[src/rtl/sha3_hw_seq_if.sv]
// Valid-hold host bus between the SHA3 hardware sequencer and the SHA3 wrapper register path.
// Signal names follow the sequencer's point of view.
interface sha3_hw_seq_if;
  logic        vh_dv_o;
  logic        vh_write_o;
  logic [31:0] vh_addr_o;
  logic [31:0] vh_wdata_o;
  logic        vh_hld_i;
  logic [31:0] vh_rdata_i;
  logic        vh_err_i;

  modport master (
    output vh_dv_o, vh_write_o, vh_addr_o, vh_wdata_o,
    input  vh_hld_i, vh_rdata_i, vh_err_i
  );

  modport slave (
    input  vh_dv_o, vh_write_o, vh_addr_o, vh_wdata_o,
    output vh_hld_i, vh_rdata_i, vh_err_i
  );
endinterface

[src/rtl/sha3_hw_seq.sv]
// Round-robin sequencer that runs complete SHA3 jobs for NUM_REQ requesters over the valid-hold bus.
// Define SHA3_HW_SEQ_POLL_TIMEOUT_EN to bound the STATUS poll loop to POLL_LIMIT reads.
module sha3_hw_seq #(
  parameter int          NUM_REQ    = 2,
  parameter logic [31:0] BASE_ADDR  = 32'h0000_1000,
  parameter logic [31:0] CFG_OFS    = 32'h14,
  parameter logic [31:0] CMD_OFS    = 32'h18,
  parameter logic [31:0] STATUS_OFS = 32'h1C,
  parameter logic [31:0] STATE_OFS  = 32'h400,
  parameter logic [31:0] FIFO_OFS   = 32'h800,
  parameter int          POLL_LIMIT = 4096
) (
  input  logic                  clk,
  input  logic                  reset_n,
  input  logic [NUM_REQ-1:0]    req_i,
  input  logic [2*NUM_REQ-1:0]  mode_i,
  output logic [NUM_REQ-1:0]    gnt_o,
  input  logic [NUM_REQ-1:0]    msg_valid_i,
  input  logic [32*NUM_REQ-1:0] msg_data_i,
  input  logic [NUM_REQ-1:0]    msg_last_i,
  output logic                  msg_ready_o,
  output logic                  dig_valid_o,
  output logic [31:0]           dig_data_o,
  output logic                  dig_last_o,
  input  logic                  dig_ready_i,
  sha3_hw_seq_if.master         vh,
  output logic                  busy_o,
  output logic                  err_o
);

  localparam int IDX_W = (NUM_REQ > 2) ? 2 : 1;

  localparam logic [31:0] CMD_START = 32'h1D;
  localparam logic [31:0] CMD_PROC  = 32'h2E;
  localparam logic [31:0] CMD_DONE  = 32'h16;

  if (NUM_REQ < 2 || NUM_REQ > 4 || POLL_LIMIT < 1 || POLL_LIMIT > 8191) begin : g_param_check
    $error("sha3_hw_seq: NUM_REQ must be 2..4 and POLL_LIMIT 1..8191");
  end

  typedef enum logic [3:0] {
    IDLE, CFG0, CFG1, START, MSG, PROC, POLL, READ, PRESENT, DONE, ERR
  } state_t;

  state_t             state_q, state_d;
  logic [IDX_W-1:0]   last_q, owner_q, win_idx;
  logic               win_found;
  logic [1:0]         mode_q;
  logic [3:0]         k_q;
  logic [31:0]        dig_data_q;
  logic               err_q;
  logic               dv, wr, xfer, k_inc, dig_load, poll_expired, in_job;
  logic [31:0]        addr, wdata;

  // kstrength lives in bits [3:1]; mode bits [5:4] stay zero.
  function automatic logic [31:0] cfg_word(input logic [1:0] m);
    cfg_word = {28'd0, {1'b0, m} + 3'd1, 1'b0};
  endfunction

  // Index of the final digest word: 7/8/12/16 words for SHA3-224/256/384/512.
  function automatic logic [3:0] dig_last_idx(input logic [1:0] m);
    case (m)
      2'd0:    dig_last_idx = 4'd6;
      2'd1:    dig_last_idx = 4'd7;
      2'd2:    dig_last_idx = 4'd11;
      default: dig_last_idx = 4'd15;
    endcase
  endfunction

  always_comb begin
    int j;
    win_found = 1'b0;
    win_idx   = last_q;
    j         = 0;
    for (int i = 1; i <= NUM_REQ; i++) begin
      j = int'(last_q) + i;
      if (j >= NUM_REQ) j = j - NUM_REQ;
      if (!win_found && req_i[j]) begin
        win_found = 1'b1;
        win_idx   = IDX_W'(j);
      end
    end
  end

  always_comb begin
    state_d     = state_q;
    dv          = 1'b0;
    wr          = 1'b0;
    addr        = '0;
    wdata       = '0;
    msg_ready_o = 1'b0;
    k_inc       = 1'b0;
    dig_load    = 1'b0;

    case (state_q)
      CFG0, CFG1: begin
        dv = 1'b1; wr = 1'b1; addr = BASE_ADDR + CFG_OFS; wdata = cfg_word(mode_q);
      end
      START:       begin dv = 1'b1; wr = 1'b1; addr = BASE_ADDR + CMD_OFS; wdata = CMD_START; end
      MSG: begin
        dv    = msg_valid_i[owner_q];
        wr    = 1'b1;
        addr  = BASE_ADDR + FIFO_OFS;
        wdata = msg_data_i[32*owner_q +: 32];
      end
      PROC:        begin dv = 1'b1; wr = 1'b1; addr = BASE_ADDR + CMD_OFS; wdata = CMD_PROC; end
      POLL:        begin dv = 1'b1; addr = BASE_ADDR + STATUS_OFS; end
      READ:        begin dv = 1'b1; addr = BASE_ADDR + STATE_OFS + {26'd0, k_q, 2'b00}; end
      DONE, ERR:   begin dv = 1'b1; wr = 1'b1; addr = BASE_ADDR + CMD_OFS; wdata = CMD_DONE; end
      default: ;
    endcase

    xfer = dv && !vh.vh_hld_i;

    case (state_q)
      IDLE:  if (win_found) state_d = CFG0;
      CFG0:  if (xfer) state_d = vh.vh_err_i ? ERR : CFG1;
      CFG1:  if (xfer) state_d = vh.vh_err_i ? ERR : START;
      START: if (xfer) state_d = vh.vh_err_i ? ERR : MSG;
      MSG: begin
        if (xfer) begin
          if (vh.vh_err_i) state_d = ERR;
          else begin
            msg_ready_o = 1'b1;
            if (msg_last_i[owner_q]) state_d = PROC;
          end
        end
      end
      PROC:  if (xfer) state_d = vh.vh_err_i ? ERR : POLL;
      POLL: begin
        if (xfer) begin
          if (vh.vh_err_i)           state_d = ERR;
          else if (vh.vh_rdata_i[2]) state_d = READ;
          else if (poll_expired)     state_d = ERR;
        end
      end
      READ: begin
        if (xfer) begin
          if (vh.vh_err_i) state_d = ERR;
          else begin
            dig_load = 1'b1;
            state_d  = PRESENT;
          end
        end
      end
      PRESENT: begin
        if (dig_ready_i) begin
          if (k_q == dig_last_idx(mode_q)) state_d = DONE;
          else begin
            k_inc   = 1'b1;
            state_d = READ;
          end
        end
      end
      DONE:  if (xfer) state_d = vh.vh_err_i ? ERR : IDLE;
      ERR:   if (xfer) state_d = IDLE;
      default: state_d = IDLE;
    endcase
  end

  always_ff @(posedge clk or negedge reset_n) begin
    if (!reset_n) begin
      state_q    <= IDLE;
      last_q     <= IDX_W'(NUM_REQ - 1);
      owner_q    <= '0;
      mode_q     <= '0;
      k_q        <= '0;
      dig_data_q <= '0;
      err_q      <= 1'b0;
    end else begin
      state_q <= state_d;
      err_q   <= (state_d == ERR) && (state_q != ERR);
      if (state_q == IDLE && win_found) begin
        owner_q <= win_idx;
        last_q  <= win_idx;
        mode_q  <= mode_i[2*win_idx +: 2];
        k_q     <= '0;
      end
      if (k_inc)    k_q        <= k_q + 4'd1;
      if (dig_load) dig_data_q <= vh.vh_rdata_i;
    end
  end

`ifdef SHA3_HW_SEQ_POLL_TIMEOUT_EN
  // Counter is held at zero outside POLL, so every poll phase starts from a fresh count.
  logic [12:0] poll_cnt_q;

  always_ff @(posedge clk or negedge reset_n) begin
    if (!reset_n)                                  poll_cnt_q <= '0;
    else if (state_q != POLL)                      poll_cnt_q <= '0;
    else if (xfer && !vh.vh_rdata_i[2])            poll_cnt_q <= poll_cnt_q + 13'd1;
  end

  assign poll_expired = (poll_cnt_q == 13'(POLL_LIMIT - 1));
`else
  assign poll_expired = 1'b0;
`endif

  assign in_job        = (state_q != IDLE) && (state_q != ERR);
  assign gnt_o         = in_job ? (NUM_REQ'(1) << owner_q) : '0;
  assign dig_valid_o   = (state_q == PRESENT);
  assign dig_last_o    = dig_valid_o && (k_q == dig_last_idx(mode_q));
  assign dig_data_o    = dig_data_q;
  assign busy_o        = (state_q != IDLE);
  assign err_o         = err_q;

  assign vh.vh_dv_o    = dv;
  assign vh.vh_write_o = wr;
  assign vh.vh_addr_o  = addr;
  assign vh.vh_wdata_o = wdata;

endmodule

[src/flat_wrapper.sv]
// flat-port wrapper written by rule: the top's interface ports become plain ports
module sha3_hw_seq_flat 
#(
  parameter int          NUM_REQ    = 2,
  parameter logic [31:0] BASE_ADDR  = 32'h0000_1000,
  parameter logic [31:0] CFG_OFS    = 32'h14,
  parameter logic [31:0] CMD_OFS    = 32'h18,
  parameter logic [31:0] STATUS_OFS = 32'h1C,
  parameter logic [31:0] STATE_OFS  = 32'h400,
  parameter logic [31:0] FIFO_OFS   = 32'h800,
  parameter int          POLL_LIMIT = 4096
)
  (clk, reset_n, req_i, mode_i, gnt_o, msg_valid_i, msg_data_i, msg_last_i, msg_ready_o, dig_valid_o, dig_data_o, dig_last_o, dig_ready_i, busy_o, err_o, vh_vh_dv_o, vh_vh_write_o, vh_vh_addr_o, vh_vh_wdata_o, vh_vh_hld_i, vh_vh_rdata_i, vh_vh_err_i);
  sha3_hw_seq_if vh_i ();
  input  logic clk;
  input  logic reset_n;
  input  logic [NUM_REQ-1:0] req_i;
  input  logic [2*NUM_REQ-1:0] mode_i;
  output logic [NUM_REQ-1:0] gnt_o;
  input  logic [NUM_REQ-1:0] msg_valid_i;
  input  logic [32*NUM_REQ-1:0] msg_data_i;
  input  logic [NUM_REQ-1:0] msg_last_i;
  output logic msg_ready_o;
  output logic dig_valid_o;
  output logic [31:0] dig_data_o;
  output logic dig_last_o;
  input  logic dig_ready_i;
  output logic busy_o;
  output logic err_o;
  output wire logic [$bits(vh_i.vh_dv_o)-1:0] vh_vh_dv_o;
  output wire logic [$bits(vh_i.vh_write_o)-1:0] vh_vh_write_o;
  output wire logic [$bits(vh_i.vh_addr_o)-1:0] vh_vh_addr_o;
  output wire logic [$bits(vh_i.vh_wdata_o)-1:0] vh_vh_wdata_o;
  input wire logic [$bits(vh_i.vh_hld_i)-1:0] vh_vh_hld_i;
  input wire logic [$bits(vh_i.vh_rdata_i)-1:0] vh_vh_rdata_i;
  input wire logic [$bits(vh_i.vh_err_i)-1:0] vh_vh_err_i;
  assign vh_vh_dv_o = vh_i.vh_dv_o;
  assign vh_vh_write_o = vh_i.vh_write_o;
  assign vh_vh_addr_o = vh_i.vh_addr_o;
  assign vh_vh_wdata_o = vh_i.vh_wdata_o;
  assign vh_i.vh_hld_i = vh_vh_hld_i;
  assign vh_i.vh_rdata_i = vh_vh_rdata_i;
  assign vh_i.vh_err_i = vh_vh_err_i;
  sha3_hw_seq #(.NUM_REQ(NUM_REQ), .BASE_ADDR(BASE_ADDR), .CFG_OFS(CFG_OFS), .CMD_OFS(CMD_OFS), .STATUS_OFS(STATUS_OFS), .STATE_OFS(STATE_OFS), .FIFO_OFS(FIFO_OFS), .POLL_LIMIT(POLL_LIMIT)) u_core (.clk(clk), .reset_n(reset_n), .req_i(req_i), .mode_i(mode_i), .gnt_o(gnt_o), .msg_valid_i(msg_valid_i), .msg_data_i(msg_data_i), .msg_last_i(msg_last_i), .msg_ready_o(msg_ready_o), .dig_valid_o(dig_valid_o), .dig_data_o(dig_data_o), .dig_last_o(dig_last_o), .dig_ready_i(dig_ready_i), .vh(vh_i), .busy_o(busy_o), .err_o(err_o));
endmodule
[config.mk]
export PLATFORM = sky130hd
export DESIGN_NAME = sha3_hw_seq_flat
export DESIGN_NICKNAME = d
export VERILOG_FILES = /design/src/rtl/sha3_hw_seq_if.sv /design/src/rtl/sha3_hw_seq.sv /design/src/flat_wrapper.sv
export SDC_FILE = /design/constraint.sdc
export NUM_CORES = 1
export LEC_CHECK = 0
export ABC_CLOCK_PERIOD_IN_PS = 2800
export BUFFER_PORTS_ARGS = -buffer_cell sky130_fd_sc_hd__buf_2
export CORE_MARGIN = 5
export CORE_UTILIZATION = 40
export DETAILED_ROUTE_END_ITERATION = 8
export PLACE_DENSITY = 0.76
export SETUP_SLACK_MARGIN = 0.05
export SLEW_MARGIN = 40
export SYNTH_ARGS = -nofsm -noshare
export SYNTH_HDL_FRONTEND = slang
export SYNTH_SLANG_ARGS = --single-unit
[constraint.sdc]
create_clock -name clk -period 2.8 [get_ports clk]
set_clock_uncertainty 0.05 [all_clocks]
set_input_delay 0.14 -clock clk [delete_from_list [all_inputs] [get_ports clk]]
set_output_delay 0.14 -clock clk [all_outputs]
set_load 0.1 [all_outputs]
==> run metrics <==
Crit Path Class register to output port; vias in the first global route 3164; Clock Latency Late Sink 0.29 ns; worst-margin pin slew 0.582 ns; top cell type's share of synthesized area 35.3%; RSZ-0062 raised after global routing false; Port Buf Inserts 190; synth-to-layout area growth 50.2%; shortest period the worst path allows 2.50 ns; Core Box Area 0.00765 mm^2; crit start category register; antenna viol nets, final 0; Syn Inst Count 327; Antenna diodes 0; Overflow after GRT 0; pre-CTS WS 0.435 ns; Vias 3063; Starting Density 40.8%; FFs w/ async S/R, synth 100%; synth warn 0; status completed; Post-synth top flop dfrtp_1; H-tree levels 2; Post-CTS Resized 0; Min-Delay Path Depth 2; CTS sink count 45; gp weighted congestion 0.840; Avg Inst Size Synth 9.54 um^2; cell area after synthesis 0.00312 mm^2; DP HPWL 8.03 mm; number of synthesized flops with an enable pin 0; fin area 0.00469 mm^2; top-count cell post-synth dfrtp_1; Synth area leader dfrtp_1; sequential share of the synthesized area 36.1%; final hold vios 0; Hold WS 0.0103 ns; WL final 9.91 mm; relative slew slack 61.2%; total die area 0.00966 mm^2; GR Util All Layers 19.9%; Cell Rows 32; Max Cap Viol 0; clock buffer count from CTS 5; drt wl/cell 16.1 um; DIE WIDTH 98.3 um; CP endpoint kind output port; FF+latch count, synth 45; share of cells above drive strength 1 51.6%; DRC viols 0; post-CTS setup buffer count 0; antenna violations before repair 0; Max Freq 0.400 GHz; period utilization 89.3%; CTS max path bufs 2; CTS tree yes; height of the chip 98.3 um; 1st-iter DRT viols 69; Placement Cell Area 0.00456 mm^2; WP data required 2.61 ns; TritonRoute pass-1 iters 4; list of most frequent post-synthesis cells 44 x dfrtp_1, 39 x nor2_1, 33 x mux2i_1; Register-to-Register Path Depth 6; first-pass GRT wire length 15.9 mm; Max Slew Vio Count 0; CP Max Fanout 37; via density per instance 4.99; root buf cell clkbuf_8; synth top area cells dfrtp_1 35%, mux2i_1 11%, mux2_2 10%, buf_4 6.0%, nor2_1 4.7%; setup violators final 0; Final #Nets 626; arrival time at the worst endpoint 2.31 ns; Worst Hold Class input port to register; Cell variety after synth 56; CTS clk-pin slew, worst paths 0.08 ns; final worst slack 0.299 ns; largest net degree at the start of global routing 46; num ports 216
path summary, 6_finish.rpt:
| kind | from | endpoint | slack [ns] |
|---|---|---|---|
| max reg2reg | u_core.state_q[1] | u_core.dig_data_o[3] | 0.40 |
| max in group asynchronous | reset_n | u_core.owner_q | 1.98 |
| max | u_core.owner_q | vh_vh_wdata_o[2] | 0.30 |
| min in group asynchronous | reset_n | u_core.dig_data_o[19] | 0.32 |
| min reg2reg | u_core.dig_data_o[28] | u_core.dig_data_o[28] | 0.44 |
| min | vh_vh_rdata_i[27] | u_core.dig_data_o[27] | 0.01 |
worst max-delay path: stages, from the launching register on:
cell,delay (ns)
dfrtp_2,0.36
buf_4,0.47
mux2_2,0.41
a21oi_1,0.17
nor3_1,0.07
a31oi_1,0.17
nor2_1,0.05
buf_2,0.28
cells by family (layout without fill, tap and decap cells):
family / after synthesis / in the layout / share of synthesized area, %
compound gates: 54 / 54 / 12.4
xor+xnor: 3 / 3 / 0.843
fa+ha+maj: 4 / 4 / 1.60
buf+inv: 58 / 219 / 10.9
flops: 45 / 45 / 36.1
mux: 68 / 68 / 23.2
other cells: 1 / 25 / 0.120
simple gates: 94 / 94 / 14.8
metrics by stage:
| step | util [%] | setup TNS [ns] | std cells |
|---|---|---|---|
| 2_1_floorplan | - | -0.588 | 351 |
| 3_3_place_gp | 59.5 | 0 | 605 |
| 3_5_place_dp | 59.6 | 0 | 605 |
| 4_1_cts | 61.3 | 0 | 614 |
| 5_1_grt | 61.3 | 0 | 614 |
| 6_report | 61.3 | 0 | 614 |
registers in the layout, summed over array words and instances, names as in the netlist:
register,flops
u_core.owner_q,1
u_core.k_q,4
u_core.state_q,4
u_core.err_o,1
u_core.last_q,1
u_core.dig_data_o,32
u_core.mode_q,2
layer usage:
| layer | GRT usage, % | routed length, um | up-vias |
|---|---|---|---|
| li1 | - | - | 1474 |
| met1 | 23.3 | 3800 | 1431 |
| met2 | 35.9 | 5030 | 152 |
| met3 | 6.00 | 1000 | 6 |
| met4 | 4.10 | 83 | 0 |
| met5 | 0 | 0 | - |
area by class of cell:
type | count | area (um^2)
sequential | 45 | 1130
multi-input combinational | 248 | 1800
tap | 102 | 128
clock buffer | 6 | 82.6
clock inverter | 2 | 37.5
inverter | 11 | 41.3
timing repair buffer | 200 | 1460
fill | 661 | 2960
placed cells by master, fill, tap and decap left out, drive strengths merged, types with 5 or more instances in the layout:
master | synthesis | final
buf | 38 | 199
dfrtp | 44 | 44
nor2 | 40 | 40
mux2 | 35 | 35
mux2i | 33 | 33
conb | 1 | 25
nand2 | 19 | 19
o21ai | 13 | 13
inv | 11 | 11
a21oi | 9 | 9
nor2b | 6 | 6
clkbuf | 9 | 6
nor3 | 6 | 6
nand3 | 5 | 5
timing repair:
item,in CTS,in global routing
hold endpoints to repair,44,0
endpoints found under the setup margin,0,0
hold buffers,1,0
Power is not shown: default switching activity piles up to over one toggle a cycle in this logic, so the estimate is an artifact.
